## config.mk

```make
export PLATFORM = sky130hd
export DESIGN_NAME = fp32_add_normalize_round
export DESIGN_NICKNAME = d
export VERILOG_FILES = /design/src/rtl/fp32_add_normalize_round.sv
export SDC_FILE = /design/constraint.sdc
export NUM_CORES = 1
export LEC_CHECK = 0
export ABC_AREA = 1
export ABC_CLOCK_PERIOD_IN_PS = 3010
export CORE_MARGIN = 3
export CORE_UTILIZATION = 45
export CTS_BUF_LIST = sky130_fd_sc_hd__clkbuf_16
export CTS_CLUSTER_SIZE = 25
export DETAILED_ROUTE_END_ITERATION = 16
export PLACE_DENSITY = 0.66
export SLEW_MARGIN = 40
export SYNTH_ARGS = -nofsm -noshare
export SYNTH_HDL_FRONTEND = slang
export SYNTH_SLANG_ARGS = --single-unit
```

## constraint.sdc

```tcl
create_clock -name clk -period 3.01 [get_ports clk]
set_input_delay 0.4515 -clock clk [delete_from_list [all_inputs] [get_ports clk]]
set_output_delay 0.4515 -clock clk [all_outputs]
set_load 0.01 [all_outputs]
```

## src/rtl/fp32_add_normalize_round.sv

```systemverilog
// ---------------------------------------------------------------------------
// fp32_add_normalize_round
//   Back end of the FP32 adder pipeline. Takes the add/sub stage output
//   (sign, raw 25-bit magnitude, larger biased exponent) and produces a
//   packed binary32 result. The work is leading-one detection, normalisation,
//   exponent adjust, round-to-nearest-even on the single dropped bit,
//   overflow saturation, flush-to-zero and packing.
//   Three register stages; one operation accepted per clock, no backpressure.
//
// Ports
//   clk            in   rising-edge clock
//   rstn           in   asynchronous active-low reset
//   valid_in       in   operation valid this cycle
//   sign_in        in   result sign from the add/sub stage
//   exp_in         in   biased exponent of the larger operand
//   adder_value    in   raw magnitude; [MAN_W+1] carry, [MAN_W] hidden-bit slot
//   special_in     in   NaN/Inf already resolved upstream; pass special_value
//   special_value  in   packed result used when special_in=1
//   valid_out      out  result valid, fixed 3 clocks after valid_in
//   result         out  packed {sign, exponent, fraction}
//   overflow       out  result saturated to infinity
//   underflow      out  nonzero result flushed to signed zero
// ---------------------------------------------------------------------------
module fp32_add_normalize_round #(
    parameter int EXP_W = 8,
    parameter int MAN_W = 23,
    parameter int EXT_W = 10
) (
    input  logic                   clk,
    input  logic                   rstn,
    input  logic                   valid_in,
    input  logic                   sign_in,
    input  logic [EXP_W-1:0]       exp_in,
    input  logic [MAN_W+1:0]       adder_value,
    input  logic                   special_in,
    input  logic [EXP_W+MAN_W:0]   special_value,
    output logic                   valid_out,
    output logic [EXP_W+MAN_W:0]   result,
    output logic                   overflow,
    output logic                   underflow
);

    localparam int SUM_W  = MAN_W + 2;
    localparam int SIG_W  = MAN_W + 1;
    localparam int LZ_W   = $clog2(SUM_W);
    localparam int WORD_W = 1 + EXP_W + MAN_W;

    localparam logic signed [EXT_W-1:0] EXP_ONE  = EXT_W'(1);
    localparam logic signed [EXT_W-1:0] EXP_ZERO = '0;
    localparam logic signed [EXT_W-1:0] EXP_MAX  = EXT_W'((1 << EXP_W) - 1);

    // ---------------- Stage 1: input registers + leading-zero count -------
    logic [LZ_W-1:0] w_lzc;

    // Ascending scan: the highest set bit is the last one to write w_lzc.
    // An all-zero low field leaves the count at SIG_W.
    always_comb begin
        w_lzc = '0;
        if (!adder_value[SUM_W-1]) begin
            w_lzc = LZ_W'(SIG_W);
            for (int unsigned i = 0; i < SIG_W; i++) begin
                if (adder_value[i]) begin
                    w_lzc = LZ_W'(MAN_W - i);
                end
            end
        end
    end

    logic                r_s1_valid;
    logic                r_s1_sign;
    logic [EXP_W-1:0]    r_s1_exp;
    logic [SUM_W-1:0]    r_s1_val;
    logic [LZ_W-1:0]     r_s1_lzc;
    logic                r_s1_special;
    logic [WORD_W-1:0]   r_s1_spval;

    always_ff @(posedge clk or negedge rstn) begin
        if (!rstn) begin
            r_s1_valid   <= 1'b0;
            r_s1_sign    <= 1'b0;
            r_s1_exp     <= '0;
            r_s1_val     <= '0;
            r_s1_lzc     <= '0;
            r_s1_special <= 1'b0;
            r_s1_spval   <= '0;
        end else begin
            r_s1_valid <= valid_in;
            if (valid_in) begin
                r_s1_sign    <= sign_in;
                r_s1_exp     <= exp_in;
                r_s1_val     <= adder_value;
                r_s1_lzc     <= w_lzc;
                r_s1_special <= special_in;
                r_s1_spval   <= special_value;
            end
        end
    end

    // ---------------- Stage 2: normalise + exponent adjust ---------------
    logic signed [EXT_W-1:0] w_s2_exp_base;
    logic signed [EXT_W-1:0] w_s2_exp;
    logic [SIG_W-1:0]        w_s2_mant;
    logic                    w_s2_rnd;
    logic                    w_s2_zero;
    logic                    w_s2_sign;

    assign w_s2_exp_base = $signed({{(EXT_W-EXP_W){1'b0}}, r_s1_exp});

    always_comb begin
        w_s2_mant = '0;
        w_s2_rnd  = 1'b0;
        w_s2_exp  = w_s2_exp_base;
        w_s2_zero = 1'b0;
        w_s2_sign = r_s1_sign;
        if (r_s1_val[SUM_W-1]) begin
            w_s2_mant = r_s1_val[SUM_W-1:1];
            w_s2_rnd  = r_s1_val[0];
            w_s2_exp  = w_s2_exp_base + EXP_ONE;
        end else if (r_s1_val != '0) begin
            w_s2_mant = r_s1_val[SIG_W-1:0] << r_s1_lzc;
            w_s2_exp  = w_s2_exp_base - $signed({{(EXT_W-LZ_W){1'b0}}, r_s1_lzc});
        end else begin
            // exact cancellation always yields +0
            w_s2_zero = 1'b1;
            w_s2_sign = 1'b0;
        end
    end

    logic                    r_s2_valid;
    logic                    r_s2_sign;
    logic signed [EXT_W-1:0] r_s2_exp;
    logic [SIG_W-1:0]        r_s2_mant;
    logic                    r_s2_rnd;
    logic                    r_s2_zero;
    logic                    r_s2_special;
    logic [WORD_W-1:0]       r_s2_spval;

    always_ff @(posedge clk or negedge rstn) begin
        if (!rstn) begin
            r_s2_valid   <= 1'b0;
            r_s2_sign    <= 1'b0;
            r_s2_exp     <= '0;
            r_s2_mant    <= '0;
            r_s2_rnd     <= 1'b0;
            r_s2_zero    <= 1'b0;
            r_s2_special <= 1'b0;
            r_s2_spval   <= '0;
        end else begin
            r_s2_valid <= r_s1_valid;
            if (r_s1_valid) begin
                r_s2_sign    <= w_s2_sign;
                r_s2_exp     <= w_s2_exp;
                r_s2_mant    <= w_s2_mant;
                r_s2_rnd     <= w_s2_rnd;
                r_s2_zero    <= w_s2_zero;
                r_s2_special <= r_s1_special;
                r_s2_spval   <= r_s1_spval;
            end
        end
    end

    // ---------------- Stage 3: round, range check, pack ------------------
    logic                    w_inc;
    logic [SIG_W:0]          w_sum;
    logic [SIG_W-1:0]        w_mant_f;
    logic signed [EXT_W-1:0] w_exp_f;
    logic [WORD_W-1:0]       w_result;
    logic                    w_ovf;
    logic                    w_unf;

    // The dropped bit is a lone half ulp, so rnd=1 is always a tie:
    // round up only when that makes the kept LSB even.
    assign w_inc = r_s2_rnd & r_s2_mant[0];
    assign w_sum = {1'b0, r_s2_mant} + (SIG_W+1)'(w_inc);

    always_comb begin
        w_mant_f = w_sum[SIG_W-1:0];
        w_exp_f  = r_s2_exp;
        if (w_sum[SIG_W]) begin
            w_mant_f = w_sum[SIG_W:1];
            w_exp_f  = r_s2_exp + EXP_ONE;
        end
    end

    always_comb begin
        w_result = {r_s2_sign, w_exp_f[EXP_W-1:0], w_mant_f[MAN_W-1:0]};
        w_ovf    = 1'b0;
        w_unf    = 1'b0;
        if (r_s2_special) begin
            w_result = r_s2_spval;
        end else if (r_s2_zero) begin
            w_result = '0;
        end else if (w_exp_f >= EXP_MAX) begin
            w_result = {r_s2_sign, {EXP_W{1'b1}}, {MAN_W{1'b0}}};
            w_ovf    = 1'b1;
        end else if (w_exp_f <= EXP_ZERO) begin
            w_result = {r_s2_sign, {(EXP_W+MAN_W){1'b0}}};
            w_unf    = 1'b1;
        end
    end

    logic                r_s3_valid;
    logic [WORD_W-1:0]   r_s3_result;
    logic                r_s3_ovf;
    logic                r_s3_unf;

    always_ff @(posedge clk or negedge rstn) begin
        if (!rstn) begin
            r_s3_valid  <= 1'b0;
            r_s3_result <= '0;
            r_s3_ovf    <= 1'b0;
            r_s3_unf    <= 1'b0;
        end else begin
            r_s3_valid <= r_s2_valid;
            if (r_s2_valid) begin
                r_s3_result <= w_result;
                r_s3_ovf    <= w_ovf;
                r_s3_unf    <= w_unf;
            end
        end
    end

    assign valid_out = r_s3_valid;
    assign result    = r_s3_result;
    assign overflow  = r_s3_ovf;
    assign underflow = r_s3_unf;

endmodule

```

==> results.cfg <==
[power_and_ir_drop]
p_per_area_nw_per_um2 = 551
vdd_drop_max_uv = 279
swShare = 0.335
switchingPower_uw = 2210
power_frac_comb = 0.212
leakage_uw = 0.00549
seqPwrFrac = 0.444
clkPwrFrac = 0.343
intPower_uw = 4380

[critical_path]
end_kind = flip-flop
crit_type = reg2reg
worstPathMaxFanout = 23
cp.required_ns = 3.34
cp.arrival_ns = 3.11
startpoint_type = flip-flop

[clocking]
cts_sinks = 179
clock_latency_ns = 0.45
numCtsBuffers = 17
cts_root_buf = clkbuf_16
cts_tree = yes
ctsHoldBuffers = 0
htree_levels = 4
clk_path_buf_depth = 2
path_clk_slew_ns = 0.08

[yosys]
synthArstFlopShare = 1.00
ys_seq_elements = 179
synth_area_leaders = dfrtp_1 45%, nand2_1 14%, o21ai_0 8.1%
synth_ff_type = dfrtp_1
synth_edf_count = 0
syn_area_um2 = 9950
synth.top_cell.area_share = 0.450
syn_avg_cell_area_um2 = 7.66
yosysTopAreaCell = dfrtp_1
syn_nets = 1379
ys_seq_area_frac = 0.450
synth_cell_types = 50
synth_cells = 1300
ys_warn_count = 0

[sta]
tightest_slew_ns = 0.738
slew_viol_final = 0
fin_crit_sh = 0.924
tns_ns = 0
max_clock_freq_mhz = 360
setup_slack_ns = 0.228
setup_viol = 0
fin_worst_skew_ns = 0.0131
hold_viol_final = 0
max_slew_margin = 0.508
fin_crit_ns = 2.78

[placement]
gp_congestion = 0.894
dp_hpwl_um = 19600
dp_slack_ns = 0.125
dpl_cell_area_um2 = 11200
port_buffers = 104

[finish]
final_util = 0.560
fin_area_um2 = 12000
final_cell_mix = 364 x nand2_1, 179 x dfrtp_1, 161 x o21ai_0, 130 x inv_1, 102 x clkdlybuf4s50_1
nNetsFinal = 1460
final_common_cell = nand2_1
insertedDiodeCount = 0
synthToLayoutAreaGrowth_pct = 20.1
drive_gt1_frac = 0.0875

[floorplan]
die_area_um2 = 23900
core_area_um2 = 21400
die_h_um = 155
die_w_um = 155
start_util = 0.466
rows = 53
ios = 105

[global_route]
grt_max_degree = 76
grt-ovfl-total = 0
track_usage = 0.227
antenna_found_initial = 0
grt_pass1_wl_um = 44200
grt_pass1_vias = 8500

[routing]
wirelength_um = 26800
via_per_inst = 5.35
wire_per_inst_um = 16.0
initialDrtViolationCount = 768
dr.pass1.iters = 5
vias = 8928
antenna_left = 0
drc_errors = 0

[outcome]
status = finished, final reports clean

[job]
maxCapViolations = 0

[hold_path]
hold_class = in2async
-- metrics by stage --
| step | total power [uW] | instances | hold WS [ns] |
|---|---|---|---|
| floorplan | 3750 | 1300 | 0.156 |
| global placement | 4330 | 1633 | 0.455 |
| detailed placement | 4350 | 1633 | 0.462 |
| CTS | 6600 | 1665 | 0.0673 |
| global route | 6940 | 1669 | 0.0980 |
| finish | 6590 | 1669 | 0.0504 |
-- state kept, by name (all words and copies together), names as in the netlist --
| signal | count |
|---|---|
| r_s2_sign | 1 |
| r_s1_valid | 1 |
| r_s2_spval | 32 |
| r_s1_val | 25 |
| r_s2_exp | 10 |
| r_s2_special | 1 |
| r_s2_rnd | 1 |
| r_s1_special | 1 |
| r_s2_zero | 1 |
| r_s1_spval | 32 |
| valid_out | 1 |
| r_s2_mant | 24 |
| r_s1_sign | 1 |
| r_s1_lzc | 5 |
| overflow | 1 |
| r_s2_valid | 1 |
| underflow | 1 |
| r_s1_exp | 8 |
| result | 32 |
-- power groups by stage --
| stage | Combinational, uW | Sequential, uW | Clock, uW |
|---|---|---|---|
| after floorplan | 835 | 2910 | 0 |
| after global placement | 1370 | 2960 | 0 |
| after detailed placement | 1380 | 2970 | 0 |
| after CTS | 1390 | 2920 | 2290 |
| after global routing | 1580 | 2970 | 2390 |
| final | 1400 | 2930 | 2260 |
-- synthesized netlist by cell type (2+ instances only) --
cell / number
a21oi_1: 63
a21oi_2: 15
a221oi_1: 3
a31oi_1: 7
buf_12: 2
buf_6: 2
clkbuf_1: 64
dfrtp_1: 179
ha_1: 8
inv_1: 131
inv_2: 2
mux2i_1: 3
nand2_1: 366
nand2_2: 5
nand3_1: 39
nand3_2: 16
nand3b_1: 3
nand4_1: 16
nor2_1: 95
nor2_2: 2
nor2_4: 2
nor3_1: 14
nor3b_1: 2
nor4_1: 7
o2111ai_1: 3
o211ai_1: 10
o21a_1: 2
o21ai_0: 161
o221ai_1: 24
o22ai_1: 4
o31ai_1: 4
or2_2: 2
xnor2_1: 6
xor2_1: 22
-- critical path, cell delays in order, from the launching register on --
cell      delay, ns
dfrtp_1        0.35
nand2_1        0.07
inv_1          0.06
ha_2           0.18
nand3_2        0.11
nor2_4         0.17
nand2_2        0.09
nor2_4         0.11
nand2_2        0.08
nor3_4         0.22
buf_12         0.16
xor2_1         0.25
nand3_1        0.13
nor2_2         0.14
nand3b_4       0.13
nand2_4        0.12
inv_6          0.11
nand3_1        0.11
a21oi_1        0.06
-- cells by family after synthesis --
family,count (synthesis),share of synthesized area
flops,179,0.450
compound gates,301,0.175
fa+ha+maj,9,0.0121
simple gates,574,0.251
xor+xnor,29,0.0263
buf+inv,205,0.0827
mux,3,0.00302
-- worst paths after layout --
path                                   to  depth (start not counted)  slack [ns]            from
max                            result[17]                         18        0.23        r_s2_rnd
min                           r_s1_exp[2]                          1        0.05            rstn
max reg2reg                    result[17]                         18        0.23        r_s2_rnd
min reg2reg                r_s1_spval[23]                          2        0.48  r_s1_spval[23]
max in group asynchronous      result[14]                          2        2.20            rstn
min in group clk           r_s1_spval[23]                          2        0.48  r_s1_spval[23]
-- per-layer routing --
metal	part of all wire	routed length, um	track usage
met3	0.042	1130	0.0325
met2	0.47	12500	0.355
met4	0.013	348	0.0589
met5	0	0	0
met1	0.48	12800	0.333
-- what timing repair did --
| item | CTS | global route |
|---|---|---|
| buffers inserted | 0 | 3 |
| endpoints found under the setup margin | 0 | 32 |
| gates resized for setup | 0 | 10 |
-- area by class of cell --
| cell class | count | area, um2 |
|---|---|---|
| Clock buffer | 17 | 425 |
| Clock inverter | 15 | 178 |
| Fill cell | 2060 | 9390 |
| Inverter | 135 | 512 |
| Multi-Input combinational cell | 916 | 4700 |
| Sequential cell | 179 | 4480 |
| Tap cell | 275 | 344 |
| Timing Repair Buffer | 132 | 1320 |
Power figures use the tool's default switching activity.
